==> src/rtl/decode_execute_reg_if.sv <==
// rtl/decode_execute_reg_if.sv - decode/execute pipeline register bundle interface
interface decode_execute_reg_if #(
    parameter int registerSize  = 32,
    parameter int vectorSize    = 4,
    parameter int selectionBits = 5,
    parameter int opBits        = 4
);
    // hazard control
    logic                                     stall;
    logic                                     flush;

    // decoded instruction entering the register
    logic                                     inValid;
    logic [opBits-1:0]                        inOp;
    logic                                     inRegWrEnSc;
    logic                                     inRegWrEnVec;
    logic [selectionBits-1:0]                 inRSel1;
    logic [selectionBits-1:0]                 inRSel2;
    logic [selectionBits-1:0]                 inRegToWrite;
    logic [vectorSize-1:0][registerSize-1:0]  inOperand1;
    logic [vectorSize-1:0][registerSize-1:0]  inOperand2;

    // writeback bus, observed for same-cycle bypass
    logic                                     wbRegWrEnSc;
    logic                                     wbRegWrEnVec;
    logic [selectionBits-1:0]                 wbRegToWrite;
    logic [vectorSize-1:0][registerSize-1:0]  wbData;

    // registered execute-stage bundle
    logic                                     outValid;
    logic [opBits-1:0]                        outOp;
    logic                                     outRegWrEnSc;
    logic                                     outRegWrEnVec;
    logic [selectionBits-1:0]                 outRegToWrite;
    logic [vectorSize-1:0][registerSize-1:0]  outOperand1;
    logic [vectorSize-1:0][registerSize-1:0]  outOperand2;
    logic [15:0]                              stallCount;

    // decode side / hazard unit drives, execute side observes
    modport master (
        output stall, flush,
        output inValid, inOp, inRegWrEnSc, inRegWrEnVec,
        output inRSel1, inRSel2, inRegToWrite, inOperand1, inOperand2,
        output wbRegWrEnSc, wbRegWrEnVec, wbRegToWrite, wbData,
        input  outValid, outOp, outRegWrEnSc, outRegWrEnVec,
        input  outRegToWrite, outOperand1, outOperand2, stallCount
    );

    // the pipeline register itself
    modport slave (
        input  stall, flush,
        input  inValid, inOp, inRegWrEnSc, inRegWrEnVec,
        input  inRSel1, inRSel2, inRegToWrite, inOperand1, inOperand2,
        input  wbRegWrEnSc, wbRegWrEnVec, wbRegToWrite, wbData,
        output outValid, outOp, outRegWrEnSc, outRegWrEnVec,
        output outRegToWrite, outOperand1, outOperand2, stallCount
    );
endinterface

==> src/rtl/decode_execute_reg.sv <==
// rtl/decode_execute_reg.sv - decode/execute pipeline register, optional writeback bypass via DECODE_EXECUTE_REG_FORWARDING_EN
module decode_execute_reg #(
    parameter int registerSize  = 32,
    parameter int vectorSize    = 4,
    parameter int selectionBits = 5,
    parameter int opBits        = 4
) (
    input  logic                 clk,
    input  logic                 reset,
    decode_execute_reg_if.slave  bus
);

    localparam int SEL_MSB = selectionBits - 1;

    typedef logic [vectorSize-1:0][registerSize-1:0] operand_t;

    operand_t capture1;
    operand_t capture2;

`ifdef DECODE_EXECUTE_REG_FORWARDING_EN
    logic     match1_sc;
    logic     match1_vec;
    logic     match2_sc;
    logic     match2_vec;
    operand_t wb_broadcast;

    // A hit needs the same select and the write enable of the matching register class
    always_comb begin
        match1_sc  = (bus.wbRegToWrite == bus.inRSel1) &&  bus.inRSel1[SEL_MSB] && bus.wbRegWrEnSc;
        match1_vec = (bus.wbRegToWrite == bus.inRSel1) && !bus.inRSel1[SEL_MSB] && bus.wbRegWrEnVec;
        match2_sc  = (bus.wbRegToWrite == bus.inRSel2) &&  bus.inRSel2[SEL_MSB] && bus.wbRegWrEnSc;
        match2_vec = (bus.wbRegToWrite == bus.inRSel2) && !bus.inRSel2[SEL_MSB] && bus.wbRegWrEnVec;
    end

    // A scalar result lives in lane 0; broadcast it so the operand looks like a splat
    always_comb begin
        wb_broadcast = '0;
        for (int i = 0; i < vectorSize; i++) begin
            wb_broadcast[i] = bus.wbData[0];
        end
    end

    // Pick the freshest value for each source operand
    always_comb begin
        capture1 = bus.inOperand1;
        capture2 = bus.inOperand2;
        if (match1_sc) begin
            capture1 = wb_broadcast;
        end else if (match1_vec) begin
            capture1 = bus.wbData;
        end
        if (match2_sc) begin
            capture2 = wb_broadcast;
        end else if (match2_vec) begin
            capture2 = bus.wbData;
        end
    end
`else
    logic unused_fwd_inputs;

    // Without bypass the decode-stage operands are taken as read
    always_comb begin
        capture1 = bus.inOperand1;
        capture2 = bus.inOperand2;
    end

    // Writeback and select ports stay on the boundary but have no effect here
    assign unused_fwd_inputs = ^{bus.wbRegWrEnSc, bus.wbRegWrEnVec, bus.wbRegToWrite,
                                 bus.wbData, bus.inRSel1, bus.inRSel2};
`endif

    // Pipeline bundle: reset beats flush beats stall; a flush only kills the side effects
    always_ff @(posedge clk) begin
        if (reset) begin
            bus.outValid      <= 1'b0;
            bus.outOp         <= '0;
            bus.outRegWrEnSc  <= 1'b0;
            bus.outRegWrEnVec <= 1'b0;
            bus.outRegToWrite <= '0;
            bus.outOperand1   <= '0;
            bus.outOperand2   <= '0;
        end else if (bus.flush) begin
            bus.outValid      <= 1'b0;
            bus.outRegWrEnSc  <= 1'b0;
            bus.outRegWrEnVec <= 1'b0;
        end else if (!bus.stall) begin
            bus.outValid      <= bus.inValid;
            bus.outOp         <= bus.inOp;
            bus.outRegWrEnSc  <= bus.inValid & bus.inRegWrEnSc;
            bus.outRegWrEnVec <= bus.inValid & bus.inRegWrEnVec;
            bus.outRegToWrite <= bus.inRegToWrite;
            bus.outOperand1   <= capture1;
            bus.outOperand2   <= capture2;
        end
    end

    // Stall statistics: count only genuine holds, saturate rather than wrap
    always_ff @(posedge clk) begin
        if (reset) begin
            bus.stallCount <= '0;
        end else if (bus.stall && !bus.flush && (bus.stallCount != 16'hFFFF)) begin
            bus.stallCount <= bus.stallCount + 16'd1;
        end
    end

endmodule

==> src/flat_wrapper.sv <==
// flat-port wrapper written by rule: the top's interface ports become plain ports
module decode_execute_reg_flat 
#(
    parameter int registerSize  = 32,
    parameter int vectorSize    = 4,
    parameter int selectionBits = 5,
    parameter int opBits        = 4
)
  (clk, reset, bus_stall, bus_flush, bus_inValid, bus_inOp, bus_inRegWrEnSc, bus_inRegWrEnVec, bus_inRSel1, bus_inRSel2, bus_inRegToWrite, bus_inOperand1, bus_inOperand2, bus_wbRegWrEnSc, bus_wbRegWrEnVec, bus_wbRegToWrite, bus_wbData, bus_outValid, bus_outOp, bus_outRegWrEnSc, bus_outRegWrEnVec, bus_outRegToWrite, bus_outOperand1, bus_outOperand2, bus_stallCount);
  decode_execute_reg_if #(.registerSize(registerSize), .vectorSize(vectorSize), .selectionBits(selectionBits), .opBits(opBits)) bus_i ();
  input  logic clk;
  input  logic reset;
  input wire logic [$bits(bus_i.stall)-1:0] bus_stall;
  input wire logic [$bits(bus_i.flush)-1:0] bus_flush;
  input wire logic [$bits(bus_i.inValid)-1:0] bus_inValid;
  input wire logic [$bits(bus_i.inOp)-1:0] bus_inOp;
  input wire logic [$bits(bus_i.inRegWrEnSc)-1:0] bus_inRegWrEnSc;
  input wire logic [$bits(bus_i.inRegWrEnVec)-1:0] bus_inRegWrEnVec;
  input wire logic [$bits(bus_i.inRSel1)-1:0] bus_inRSel1;
  input wire logic [$bits(bus_i.inRSel2)-1:0] bus_inRSel2;
  input wire logic [$bits(bus_i.inRegToWrite)-1:0] bus_inRegToWrite;
  input wire logic [$bits(bus_i.inOperand1)-1:0] bus_inOperand1;
  input wire logic [$bits(bus_i.inOperand2)-1:0] bus_inOperand2;
  input wire logic [$bits(bus_i.wbRegWrEnSc)-1:0] bus_wbRegWrEnSc;
  input wire logic [$bits(bus_i.wbRegWrEnVec)-1:0] bus_wbRegWrEnVec;
  input wire logic [$bits(bus_i.wbRegToWrite)-1:0] bus_wbRegToWrite;
  input wire logic [$bits(bus_i.wbData)-1:0] bus_wbData;
  output wire logic [$bits(bus_i.outValid)-1:0] bus_outValid;
  output wire logic [$bits(bus_i.outOp)-1:0] bus_outOp;
  output wire logic [$bits(bus_i.outRegWrEnSc)-1:0] bus_outRegWrEnSc;
  output wire logic [$bits(bus_i.outRegWrEnVec)-1:0] bus_outRegWrEnVec;
  output wire logic [$bits(bus_i.outRegToWrite)-1:0] bus_outRegToWrite;
  output wire logic [$bits(bus_i.outOperand1)-1:0] bus_outOperand1;
  output wire logic [$bits(bus_i.outOperand2)-1:0] bus_outOperand2;
  output wire logic [$bits(bus_i.stallCount)-1:0] bus_stallCount;
  assign bus_i.stall = bus_stall;
  assign bus_i.flush = bus_flush;
  assign bus_i.inValid = bus_inValid;
  assign bus_i.inOp = bus_inOp;
  assign bus_i.inRegWrEnSc = bus_inRegWrEnSc;
  assign bus_i.inRegWrEnVec = bus_inRegWrEnVec;
  assign bus_i.inRSel1 = bus_inRSel1;
  assign bus_i.inRSel2 = bus_inRSel2;
  assign bus_i.inRegToWrite = bus_inRegToWrite;
  assign bus_i.inOperand1 = bus_inOperand1;
  assign bus_i.inOperand2 = bus_inOperand2;
  assign bus_i.wbRegWrEnSc = bus_wbRegWrEnSc;
  assign bus_i.wbRegWrEnVec = bus_wbRegWrEnVec;
  assign bus_i.wbRegToWrite = bus_wbRegToWrite;
  assign bus_i.wbData = bus_wbData;
  assign bus_outValid = bus_i.outValid;
  assign bus_outOp = bus_i.outOp;
  assign bus_outRegWrEnSc = bus_i.outRegWrEnSc;
  assign bus_outRegWrEnVec = bus_i.outRegWrEnVec;
  assign bus_outRegToWrite = bus_i.outRegToWrite;
  assign bus_outOperand1 = bus_i.outOperand1;
  assign bus_outOperand2 = bus_i.outOperand2;
  assign bus_stallCount = bus_i.stallCount;
  decode_execute_reg #(.registerSize(registerSize), .vectorSize(vectorSize), .selectionBits(selectionBits), .opBits(opBits)) u_core (.clk(clk), .reset(reset), .bus(bus_i));
endmodule
==> config.mk <==
export PLATFORM = sky130hd
export DESIGN_NAME = decode_execute_reg_flat
export DESIGN_NICKNAME = d
export VERILOG_FILES = /design/src/rtl/decode_execute_reg_if.sv /design/src/rtl/decode_execute_reg.sv /design/src/flat_wrapper.sv
export SDC_FILE = /design/constraint.sdc
export NUM_CORES = 1
export LEC_CHECK = 0
export BUFFER_PORTS_ARGS = -buffer_cell sky130_fd_sc_hd__buf_2
export CAP_MARGIN = 20
export CORE_AREA = 2 2 275 277
export DETAILED_ROUTE_END_ITERATION = 8
export DIE_AREA = 0 0 277 279
export PLACE_DENSITY_LB_ADDON = 0.12
export RECOVER_POWER = 25
export SYNTH_ARGS = -nofsm -noshare
export SYNTH_HDL_FRONTEND = slang
export SYNTH_SLANG_ARGS = --single-unit
==> constraint.sdc <==
create_clock -name clk -period 4 [get_ports clk]
set_clock_uncertainty 0.15 [all_clocks]
set_input_delay 0.6 -clock clk [delete_from_list [all_inputs] [get_ports clk]]
set_output_delay 0.6 -clock clk [all_outputs]
set_load 0.02 [all_outputs]
==> results by group <==
Timing
  – Rel. slew slack: -79.69%
  – Fin crit period: 2.922 ns
  – Slew @ Worst Pin: 2.695 ns
  – Fin. max-slew vios: 141
  – Period utilisation layout: 73.05%
  – Setup Total Neg Slack: 0 ns
  – Max Clk Rate: 0.3422 GHz
  – Hold Vio Cnt, Final: 0
  – Final setup vio count: 0
  – Unrepaired setup endpoints after global routing: false

Synthesis
  – Main combinational cell family by area after synthesis: simple AND/OR/NAND/NOR gates
  – Cells after synthesis: 1,259
  – Top FF cell, synth: dfxtp_1
  – Mean Syn Cell Area: 7.911 um2
  – Syn Nets: 1,677
  – Register bit total from synthesis: 284
  – Sequential fraction of the synthesis area: 57.09%
  – Synth area leader: dfxtp_1
  – Post-synthesis mux area share: 0.3392%
  – Most frequent cell after synthesis: nand2_1
  – Post-synthesis compound-gate area fraction: 14.90%
  – Synth Cell Area: 9960 um2
  – Synth top area share: 57.09%
  – Area share of fa/ha/maj cells after synthesis: 0.1256%
  – Post-synth EDFFs: 0
  – Ys Warns: 0
  – Main area contributors after synthesis: dfxtp_1, nand2_1, a21oi_1
  – Commonest cells post-synth: nand2_1, dfxtp_1, a21oi_1
  – Post-synth ARST share: 0%
  – Post-Synth Simple-Gate Area: 23.66%
  – Distinct cells, synth: 36
  – Post-synthesis xor/xnor area fraction: 0%

Pwr
  – Gate power share: 10.6%
  – Seq pwr share: 41.4%
  – Leakage power: 0.006719 uW
  – Pwr dens: 482.2 nW/um2
  – Cell Int Power: 5408 uW
  – Clock network fraction of total power: 48.0%
  – Sw frac: 25.64%
  – Total Power: 7273 uW
  – Sw Pwr: 1865 uW
  – VDD IR max: 0.2595 mV

Status
  – Status: finished, violations left
  – Failing checks: capacitance limit, slew limit

Global routing
  – Vias in the first global route: 10,110
  – Grt total ovfl: 0
  – Largest net degree at the start of global routing: 145
  – Tot GR Track Use: 10.51%
  – First-pass GRT wire length: 63,370 um
  – Initial antenna violation count: 6

Critical path
  – Crit-path slowest cell: clkbuf_2
  – Critical path capture point type: flip-flop
  – Worst EP required: 4.26 ns
  – Crit-path cells: clkbuf_2 -> buf_4 -> a21oi_1
  – CP delay by family, top: buffers and inverters
  – Crit start category: primary input
  – Arrival time worst endpoint: 3.18 ns
  – Sum of buffers and inverters on the critical path: 2
  – Reg2reg setup slack: 1.69 ns
  – Max stage delay on crit path: 1.86 ns
  – CP max FO: 109
  – Setup CP Type: in -> reg

Floorplanning
  – Core Rows: 100
  – # IOs: 701
  – Die height: 279 um
  – Die Wd: 277 um
  – Core box area: 74,070 um2
  – Die footprint: 77,280 um2
  – Starting Density: 13.45%

Clock tree
  – Root Driver: clkbuf_16
  – PostCTS Resize Cnt: 0
  – H-tree depth: 2
  – CTS tree: yes
  – Worst-path clk slew: 0.06 ns
  – Setup Buffers After CTS: 0
  – Longest Clk Path Bufs: 3
  – CTS Sinks: 284
  – CTS Hold Bufs: 0
  – Later-pin clock latency in the skew report: 0.53 ns
  – CTS Buf Count: 38

Detailed routing
  – Via density: 3.663
  – DRC errors left: 0
  – WL/cell: 15.28 um
  – Drt first pass iters: 4
  – Initial DRC Count: 359
  – Vias: 10,160
  – Final WL: 42,390 um
  – Post-DRT Antenna Nets: 0

Layout
  – Final Util: 20.36%
  – Ant. Diodes: 0
  – Area of combinational cells with multiple inputs: 3894 um2
  – Final #Nets: 2,196
  – Fillers: 8,499
  – FF/Latch Area: 5685 um2
  – Non-filler cells, final: 2,774
  – Area growth, synth to finish: 51.44%
  – Share of cells above drive strength 1: 35.01%

Placement
  – Gp weighted congestion: 0.7606
  – Placed Cells: 2,707
  – Detailed Place HPWL: 30,310 um
  – IO Port Bufs: 555

Min path
  – Hold crit path type: in -> reg

Run
  – Max-capacitance violation count: 2
-- sequential cells by signal, indices dropped and copies added (netlist names) --
| signal | cells |
|---|---|
| u_core.bus.outRegWrEnSc | 1 |
| u_core.bus.outOperand2 | 128 |
| u_core.bus.outOperand1 | 128 |
| u_core.bus.outRegWrEnVec | 1 |
| u_core.bus.outValid | 1 |
| u_core.bus.outOp | 4 |
| u_core.bus.outRegToWrite | 5 |
| u_core.bus.stallCount | 16 |
-- cell type report --
cell class	instances	share of cell area, %
clock buffers	63	8.013
clock inverters	4	0.4645
inverters	2	0.04977
multi-input cells	880	25.82
flip-flops and latches	284	37.69
well taps	969	8.038
repair buffers	572	19.93
-- through the flow --
step / hold slack [ns] / cell area [um2] / setup WS, ns
after detailed placement: 0.2934 / 13830 / 1.672
after floorplan: 0.3830 / 9960 / 2.106
after global placement: 0.2891 / 13830 / 1.666
final: 0.1379 / 15080 / 1.078
after global routing: 0.1041 / 15080 / 0.7647
after CTS: 0.08618 / 15110 / 1.636
-- logic make-up after synthesis --
family	count (synthesis)
AOI/OAI and AO/OA	292
adders and majority gates	1
buffers and inverters	95
DFF	284
muxes	3
and+or+nand+nor	584
-- placed cells by master, fill, tap and decap left out, drive strengths merged, types with 6 or more instances in the layout --
cell | Yosys | final
clkbuf | 74 | 68
nor2 | 7 | 7
nor3 | 6 | 6
dfxtp | 284 | 284
buf | 19 | 567
nand4 | 6 | 6
nand2 | 533 | 533
o31ai | 6 | 6
a21oi | 278 | 278
-- worst paths after layout --
check / start / end / cells after the start
setup reg to reg: u_core.bus.stallCount[0]$_SDFFE_PP0P_ / u_core.bus.stallCount[15]$_SDFFE_PP0P_ / 5
hold reg to reg: u_core.bus.outOperand2[100]$_SDFFE_PP0P_ / u_core.bus.outOperand2[100]$_SDFFE_PP0P_ / 2
setup / recovery: reset / u_core.bus.outOperand1[37]$_SDFFE_PP0P_ / 3
hold / removal: bus_inOperand2[12] / u_core.bus.outOperand2[12]$_SDFFE_PP0P_ / 3
-- power by group through the flow --
stage          combinational, uW  sequential [uW]  clock [uW]
2_1_floorplan                246             3230           0
3_3_place_gp                 787             3070           0
3_5_place_dp                 787             3070           0
4_1_cts                      789             3010        3670
5_1_grt                      849             3030        3780
6_report                     769             3010        3490
-- routing by layer --
metal | track usage (%) | wire length (um) | vias to the layer above
met2 | 18.34 | 20750 | 340
met5 | 0 | 53 | -
li1 | - | - | 5134
met1 | 11.64 | 16860 | 4617
met3 | 4.234 | 3731 | 61
met4 | 3.261 | 993 | 10
-- worst register-to-register path, stage by stage (launching register included) --
cell     delay, ns
dfxtp_1       0.42
ha_1          0.22
nand3_1       0.19
nor4_4        0.75
nor4_1        0.13
mux2_1        0.34
Note: power is estimated with default switching activity, not from simulation.
